<file path="src/rtl/aes_sched_pkg.sv">
// Shared types and widths for the AES request scheduler.
package aes_sched_pkg;

  localparam int unsigned AES_W = 128;

  typedef logic [AES_W-1:0] aes_block_t;

  typedef enum logic [1:0] {
    IDLE  = 2'd0,
    RUN   = 2'd1,
    DRAIN = 2'd2
  } state_t;

  // One decryption job as handed to the core.
  typedef struct packed {
    aes_block_t key;
    aes_block_t msg;
  } aes_job_t;

endpackage

</file>
<file path="src/rtl/aes_rr_arbiter.sv">
// Combinational round-robin pick: first valid requester at or after rr_ptr.
module aes_rr_arbiter #(
  parameter int unsigned NUM_REQ = 2,
  localparam int unsigned REQ_IDX_W = $clog2(NUM_REQ)
) (
  input  logic [NUM_REQ-1:0]   req_valid,
  input  logic [REQ_IDX_W-1:0] rr_ptr,
  output logic [NUM_REQ-1:0]   grant,
  output logic [REQ_IDX_W-1:0] grant_idx
);

  // One extra bit so rr_ptr + offset cannot overflow before the wrap.
  localparam int unsigned POS_W = REQ_IDX_W + 1;

  logic [POS_W-1:0] pos;
  logic             found;

  // Scan NUM_REQ positions starting at rr_ptr, keep the first valid one.
  always_comb begin
    grant     = '0;
    grant_idx = '0;
    found     = 1'b0;
    pos       = '0;
    for (int unsigned off = 0; off < NUM_REQ; off++) begin
      pos = {1'b0, rr_ptr} + POS_W'(off);
      if (pos >= POS_W'(NUM_REQ)) begin
        pos = pos - POS_W'(NUM_REQ);
      end
      if (!found && req_valid[pos[REQ_IDX_W-1:0]]) begin
        found                       = 1'b1;
        grant[pos[REQ_IDX_W-1:0]]   = 1'b1;
        grant_idx                   = pos[REQ_IDX_W-1:0];
      end
    end
  end

endmodule

</file>
<file path="src/rtl/aes_req_scheduler.sv">
// Shares one AES-128 decryption core between NUM_REQ requesters with a
// round-robin grant, a level START/DONE handshake and a hang watchdog.
module aes_req_scheduler
  import aes_sched_pkg::*;
#(
  parameter int unsigned NUM_REQ        = 2,
  parameter int unsigned TIMEOUT_CYCLES = 1024
) (
  input  logic                          CLK,
  input  logic                          RESET,
  input  logic [NUM_REQ-1:0]            req_valid,
  input  logic [NUM_REQ-1:0][AES_W-1:0] req_key,
  input  logic [NUM_REQ-1:0][AES_W-1:0] req_msg,
  output logic [NUM_REQ-1:0]            req_ready,
  output logic [NUM_REQ-1:0]            resp_valid,
  output logic                          resp_err,
  output logic [AES_W-1:0]              resp_msg,
  output logic                          busy,
  output logic                          AES_START,
  input  logic                          AES_DONE,
  output logic [AES_W-1:0]              AES_KEY,
  output logic [AES_W-1:0]              AES_MSG_ENC,
  input  logic [AES_W-1:0]              AES_MSG_DEC
);

  localparam int unsigned REQ_IDX_W = $clog2(NUM_REQ);
  localparam int unsigned WD_W      = $clog2(TIMEOUT_CYCLES);
  localparam logic [WD_W-1:0]      WD_LAST  = WD_W'(TIMEOUT_CYCLES - 1);
  localparam logic [REQ_IDX_W-1:0] LAST_IDX = REQ_IDX_W'(NUM_REQ - 1);

  state_t                 state;
  state_t                 state_nxt;
  logic [REQ_IDX_W-1:0]   rr_ptr;
  logic [REQ_IDX_W-1:0]   owner;
  logic [REQ_IDX_W-1:0]   grant_idx;
  logic [NUM_REQ-1:0]     grant;
  logic [WD_W-1:0]        wd_cnt;
  aes_job_t               job;
  logic                   take;
  logic                   finish_ok;
  logic                   finish_tmo;

  aes_rr_arbiter #(
    .NUM_REQ (NUM_REQ)
  ) u_arb (
    .req_valid (req_valid),
    .rr_ptr    (rr_ptr),
    .grant     (grant),
    .grant_idx (grant_idx)
  );

  assign AES_KEY     = job.key;
  assign AES_MSG_ENC = job.msg;

  // State register.
  always_ff @(posedge CLK or posedge RESET) begin
    if (RESET) begin
      state <= IDLE;
    end else begin
      state <= state_nxt;
    end
  end

  // Next-state: grant leaves IDLE, done or watchdog leaves RUN, DRAIN waits for DONE low.
  always_comb begin
    state_nxt = state;
    case (state)
      IDLE:    if (|grant) state_nxt = RUN;
      RUN:     if (AES_DONE || (wd_cnt == WD_LAST)) state_nxt = DRAIN;
      DRAIN:   if (!AES_DONE) state_nxt = IDLE;
      default: state_nxt = IDLE;
    endcase
  end

  // Per-state strobes; req_ready is the live arbiter pick while idle and out of reset.
  always_comb begin
    req_ready  = '0;
    take       = 1'b0;
    finish_ok  = 1'b0;
    finish_tmo = 1'b0;
    busy       = (state != IDLE);
    case (state)
      IDLE: begin
        if (!RESET) begin
          req_ready = grant;
          take      = |grant;
        end
      end
      RUN: begin
        finish_ok  = AES_DONE;
        finish_tmo = !AES_DONE && (wd_cnt == WD_LAST);
      end
      default: ;
    endcase
  end

  // Latch the granted job and advance the round-robin pointer past the winner.
  always_ff @(posedge CLK or posedge RESET) begin
    if (RESET) begin
      job    <= '0;
      owner  <= '0;
      rr_ptr <= '0;
    end else if (take) begin
      job.key <= req_key[grant_idx];
      job.msg <= req_msg[grant_idx];
      owner   <= grant_idx;
      rr_ptr  <= (grant_idx == LAST_IDX) ? '0 : grant_idx + REQ_IDX_W'(1);
    end
  end

  // Watchdog: cleared on grant, counts every RUN cycle.
  always_ff @(posedge CLK or posedge RESET) begin
    if (RESET) begin
      wd_cnt <= '0;
    end else if (take) begin
      wd_cnt <= '0;
    end else if (state == RUN) begin
      wd_cnt <= wd_cnt + WD_W'(1);
    end
  end

  // Core start level: raised on grant, dropped on the response edge.
  always_ff @(posedge CLK or posedge RESET) begin
    if (RESET) begin
      AES_START <= 1'b0;
    end else if (take) begin
      AES_START <= 1'b1;
    end else if (finish_ok || finish_tmo) begin
      AES_START <= 1'b0;
    end
  end

  // Response: one-cycle pulse to the owner; data and error held until the next one.
  always_ff @(posedge CLK or posedge RESET) begin
    if (RESET) begin
      resp_valid <= '0;
      resp_err   <= 1'b0;
      resp_msg   <= '0;
    end else begin
      resp_valid <= '0;
      if (finish_ok) begin
        resp_valid[owner] <= 1'b1;
        resp_err          <= 1'b0;
        resp_msg          <= AES_MSG_DEC;
      end else if (finish_tmo) begin
        resp_valid[owner] <= 1'b1;
        resp_err          <= 1'b1;
        resp_msg          <= '0;
      end
    end
  end

endmodule

</file>
<file path="config.mk">
export PLATFORM = sky130hd
export DESIGN_NAME = aes_req_scheduler
export DESIGN_NICKNAME = d
export VERILOG_FILES = /design/src/rtl/aes_sched_pkg.sv /design/src/rtl/aes_rr_arbiter.sv /design/src/rtl/aes_req_scheduler.sv
export SDC_FILE = /design/constraint.sdc
export NUM_CORES = 1
export LEC_CHECK = 0
export ABC_AREA = 0
export CORE_AREA = 2 2 405 407
export DETAILED_ROUTE_END_ITERATION = 10
export DIE_AREA = 0 0 407 409
export PLACE_DENSITY_LB_ADDON = 0.15
export SETUP_SLACK_MARGIN = 0.4
export SYNTH_ARGS = -nofsm -noshare
export SYNTH_HDL_FRONTEND = slang
export SYNTH_HIERARCHICAL = 1
export SYNTH_SLANG_ARGS = --single-unit
</file>
<file path="constraint.sdc">
create_clock -name CLK -period 26.6 [get_ports CLK]
set_input_delay 5.32 -clock CLK [delete_from_list [all_inputs] [get_ports CLK]]
set_output_delay 5.32 -clock CLK [all_outputs]
set_load 0.01 [all_outputs]
</file>
==> metrics, run 1 <==
post-detail-place hpwl roughly 73 mm; setup_tns 0 ns; Resized Gates After CTS 0; drc violations 0; number of clock sinks about 400; DR vias/cell approximately 3.6; TritonRoute pass-1 iters 5; CTS tree done; fmax 81.5 MHz; Final Hold Viols 0; Seq cells post-synth approximately 400; Die Area 166000 um2; clk slew on worst S/H paths 0.05 ns; Num CTS Buffers between 50 and 60; Yosys cell types 44; outcome finished, final reports clean; Arrival @ worst endpoint ~7.0 ns; syn nets approximately 2300; Worst R2R Path Depth 6; total power approximately 0.0035 W; DRT antenna net count 0; Layout Nets about 3300; num rows around 150; post-layout util between 20% and 30%; RSZ-0062 raised after global routing false; Avg Cell Area, Syn around 11 um2; pin count of the biggest net entering global routing ~150; Iteration-0 DRC Markers roughly 740; sequential cell area 10100 um2; Final Skew 0.0239 ns; Tot GR Track Use approximately 12%; final worst path period share 46.1%; Clock Tree Root clkbuf_16; hold slack between 0.4 and 0.5 ns; port bufs roughly 1000; GPL Wtd Cong between 0.7 and 0.8; Slew headroom about 31%; final worst path period need ~12 ns; Max VDD drop roughly 0.048 mV; cell area after synthesis approximately 19000 um2; hold depth 1; H-Tree Depth 2; Hold Path Class register to register; share of layout cells above drive strength 1 approximately 4.5%; area grow syn2layout 77.2%; die width 407 um; Final setup viols 0; via count ~17000; sequential element share of the synthesized area a little over half; post-DR wirelength/cell approximately 21 um; Post-synth EDFFs 0; worst-margin pin slew 1.03 ns; core area between 150000 and 200000 um2; clock buffer depth 3; synthesis warning total 6; CP Data Required Time 21.28 ns; post-cts hold buffer count 0; CP Class input pin to output pin; area of the multi-input gates between 7000 and 8000 um2; vias in the first global route between 15000 and 20000; Fill cells roughly 18000; Slew Viols, Final 0; Cell Area, Placed 31100 um2; first-pass GRT wire length approximately 140 mm; clk_lat worst skew approximately 0.65 ns; post-CTS setup buffer count 0; Syn Inst Count between 1500 and 2000; critical-path maximum fanout 3; IO Pins 1036; CP Launch Type input pin; final instance area between 30000 and 40000 um2; most common flop cell mapped by yosys dfrtp_1; GRT Residual Overflow 0; initial antenna violation count 22; Chip Height 409 um; PwrDens between 100 and 150 nW/um2; Detailed Route WL roughly 100 mm; FFs w/ async S/R, synth 100%; Crit. End Element output pin; MaxCap Viol Count 0; initial core utilization 11.5%; P_leak about 13 nW
[registers in the layout, summed over array words and instances (netlist names)]
name	flops
AES_KEY	128
AES_MSG_ENC	128
resp_msg	128
wd_cnt	10
resp_valid	2
state	2
AES_START	1
owner	1
resp_err	1
rr_ptr	1
[synthesized netlist by cell type (2+ instances only)]
| cell | n | area, um2 |
|---|---|---|
| a22o_1 | 128 | 1120 |
| nand2_1 | 6 | 22.5 |
| dfrtp_1 | 402 | 10100 |
| a21o_1 | 128 | 961 |
| o31ai_1 | 3 | 22.5 |
| a21oi_1 | 8 | 40.0 |
| or3_1 | 5 | 31.3 |
| inv_1 | 7 | 26.3 |
| buf_1 | 7 | 26.3 |
| o21ai_1 | 266 | 1330 |
| buf_12 | 2 | 40.0 |
| o21ai_0 | 255 | 1280 |
| clkbuf_1 | 101 | 379 |
| mux2i_1 | 258 | 2580 |
| buf_6 | 26 | 293 |
| nor2_1 | 3 | 11.3 |
| nand4_1 | 2 | 12.5 |
| nand3_1 | 3 | 15.0 |
| a21boi_1 | 2 | 15.0 |
| buf_4 | 3 | 22.5 |
| or4_1 | 2 | 15.0 |
| buf_2 | 21 | 105 |
[placed cells by master, fill, tap and decap left out, types with 6 or more instances in the layout]
cell and instances:
a21o_1 128, a21oi_1 8, a22o_1 128, buf_4 22, clkbuf_1 20, clkbuf_16 57
clkbuf_8 10, clkdlybuf4s50_1 1035, clkinv_2 6, dfrtp_1 402, diode_2 11, inv_1 6
mux2i_1 258, nand2_1 6, o21ai_0 255, o21ai_1 266
[kinds of logic (layout without fill, tap and decap cells)]
family	after synthesis	in the layout	synth area share, %
other	0	11	0
adder cells (fa/ha/maj)	1	1	0.0673
buffers and inverters	167	1169	4.80
AND/OR/NAND/NOR	32	32	1.03
flip-flops	402	402	54.1
AO/OA/AOI/OAI	799	799	26.1
multiplexers	259	259	13.9
[through the flow]
stage	std cells	setup WS (ns)
floorplan	1660	10.10
global placement	4735	14.30
detailed placement	4735	14.33
CTS	4837	14.32
global route	4846	14.27
finish	4848	14.33
[layout make-up]
cell class	instances	area share, %
clock buffer	87	4.97
multi-input combinational	1091	23.4
antenna	11	0.0835
timing repair buffer	1060	32.1
inverter	7	0.103
sequential	402	30.5
tap	2175	8.26
clock inverter	15	0.570
[layer usage]
layer  vias to the layer above  track usage (%)  routed length, um
met5                         -                0                 98
met4                        16             4.08               2780
met3                       134             3.60               7820
met2                       596             21.2              52800
met1                      8509             12.4              37400
li1                       8102                -                  -
[final timing paths]
path,startpoint,end,slack (ns)
worst min register to register,owner,resp_valid[0],0.46
min in group asynchronous,RESET,AES_MSG_ENC[78],5.25
max in group asynchronous,RESET,resp_msg[2],18.55
worst max register to register,state[0],AES_MSG_ENC[96],23.04
worst max-delay path,RESET,req_ready[0],14.33
worst min-delay path,owner,resp_valid[0],0.46
[critical path, cell delays in order]
cell and delay [ns]:
clkdlybuf4s50_1 0.53, or3_4 0.47, nor2_1 0.10, clkdlybuf4s50_1 0.54
[report_power, final]
group / internal (W) / switching, W / total, W
Clock: 0.000451 / 0.000316 / 0.000768
Combinational: 0.000873 / 0.000805 / 0.00168
Sequential: 0.000899 / 0.000179 / 0.00108
(Power assumes the default switching activity.)
==> inputs of run 2 (changes only) <==
- CORE_AREA: 2 2 405 407 -> 2 2 408 410
- DIE_AREA: 0 0 407 409 -> 0 0 410 412
- clock period: 26.6 -> 10.4 ns (I/O delays scaled with it)
==> metrics, run 2 (synthesis results as in run 1) <==
met1 Resource Use GR 12.8%; Max VDD drop 0.127 mV; die width between 400 and 500 um; RSZ-0062 raised after global routing false; CP Class input pin to output pin; clock buffer depth 3; GR met2 Demand/Resource between 20% and 30%; most common cell after layout, fill and taps aside clkdlybuf4s50_1; clk_lat worst skew 0.65 ns; GRT Residual Overflow 0; Final Skew 0.0203 ns; P_leak 13.1 nW; Slew Viols, Final 0; Detailed Route WL 103 mm; H-Tree Depth 2; commonest non-fill, non-tap cells in the layout clkdlybuf4s50_1, dfrtp_1, o21ai_1; Slew headroom around a fifth; Layout Nets between 3000 and 4000; CP peak stage delay 0.65 ns; share of layout cells above drive strength 1 around 4.6%; CP Launch Type input pin; final worst path period share between 50% and 60%; Hold Path Class register to register; Clock Tree Root clkbuf_16; area grow syn2layout 77.7%; Crit-path slowest cell or3_4; DRT antenna net count 0; Hold EP AES_KEY[19]; Final setup viols 0; Tot GR Track Use 11.5%; pin count of the biggest net entering global routing 160; TritonRoute pass-1 iters 5; port bufs 1035; Reg-to-Reg End AES_KEY[5]; GPL Wtd Cong approximately 0.76; MaxCap Viol Count 0; final worst path period need a little over 6 ns; Crit. End Element output pin; drc violations 0; PwrDens around 270 nW/um2; core area ~160000 um2; post-cts hold buffer count 0; outcome finished, final reports clean; initial antenna violation count 15; num rows around 150; post-DR wirelength/cell approximately 21 um; critical-path maximum fanout 35; worst-margin pin slew about 1.2 ns; crit-path cells clkdlybuf4s50_1, or3_4, nor2_1, clkdlybuf4s50_1; post-detail-place hpwl between 70 and 80 mm; setup_tns 0 ns; clk slew on worst S/H paths around 0.060 ns; fmax approximately 160 MHz; Arrival @ worst endpoint 4.05 ns; initial core utilization a little under an eighth; CTS tree done; Die Area 169000 um2; hold depth 2; Hold Startpoint AES_KEY[19]; grt met3 use approximately 3.3%; post-CTS setup buffer count 0; via count ~17000; Num CTS Buffers 58; most used cell, CP clkdlybuf4s50_1; Resized Gates After CTS 0; first-pass GRT wire length 142 mm; Iteration-0 DRC Markers between 600 and 700; number of clock sinks roughly 400; CP Data Required Time 8.32 ns; DR vias/cell about 3.6; vias in the first global route between 15000 and 20000; worst reg-to-reg setup slack 7.21 ns; Worst R2R Path Depth 5; GR peak layer met2; IO Pins ~1000; Final Hold Viols 0; Chip Height 412 um; worst r2r src state[0]; hold slack approximately 0.5 ns
[run 2: cell types whose count changed in the layout (fill, tap and decap cells not counted)]
cell        delta
inv_6          -3
inv_8          -1
buf_4         -11
clkbuf_1       -4
clkbuf_16      +2
buf_12         +5
bufinv_16      -3
clkinv_2       +1
clkinvlp_4     +4
clkbuf_8       +9
clkinv_4       -1
[run 2: cell type report]
class / count / area [um2]
inverters: 7 / 30.0
fillers: 18000 / 131000
flip-flops and latches: 402 / 10100
diodes: 11 / 27.5
clock inverters: 12 / 90.1
multi-input cells: 1091 / 7700
clock buffers: 94 / 1800
well taps: 2189 / 2740
repair buffers: 1054 / 10600
[run 2: worst max path at each step]
| stage | slack (ns) | start | end |
|---|---|---|---|
| floorplan | 2.91 | RESET | AES_KEY[0] |
| finish | 4.27 | RESET | req_ready[1] |
| detailed placement | 4.23 | RESET | req_ready[1] |
| CTS | 4.22 | RESET | req_ready[1] |
| global placement | 4.22 | RESET | req_ready[1] |
| global route | 4.19 | RESET | req_ready[1] |
[run 2: power by group]
part / internal (W) / switching [W] / total [W]
clock network: 0.00117 / 0.000828 / 0.00200
registers: 0.00230 / 0.000455 / 0.00276
logic: 0.00223 / 0.00206 / 0.00429
total: 0.00570 / 0.00335 / 0.00905
[run 2: metal layers]
metal  wire length (um)  vias up
met5                 34        -
met4               2970        4
met3               6870      126
met2              53700      590
met1              39300     8498
li1                   -     8081
[run 2: critical path: cells and delay by family]
family                 cells  cell delay (ns)
and+or+nand+nor            2             0.82
buffers and inverters      2             1.13
[run 2: metrics by stage]
stage          instances  utilization [%]  worst slack, ns  total power (W)  cell area (um2)
2_1_floorplan       1660                -             2.91          0.00467            18600
3_3_place_gp        4743             19.0             4.22          0.00719            31100
3_5_place_dp        4743             19.0             4.23          0.00718            31100
4_1_cts             4849             20.1             4.22          0.00930            33000
5_1_grt             4857             20.1             4.19          0.00966            33000
6_report            4860             20.1             4.27          0.00905            33000
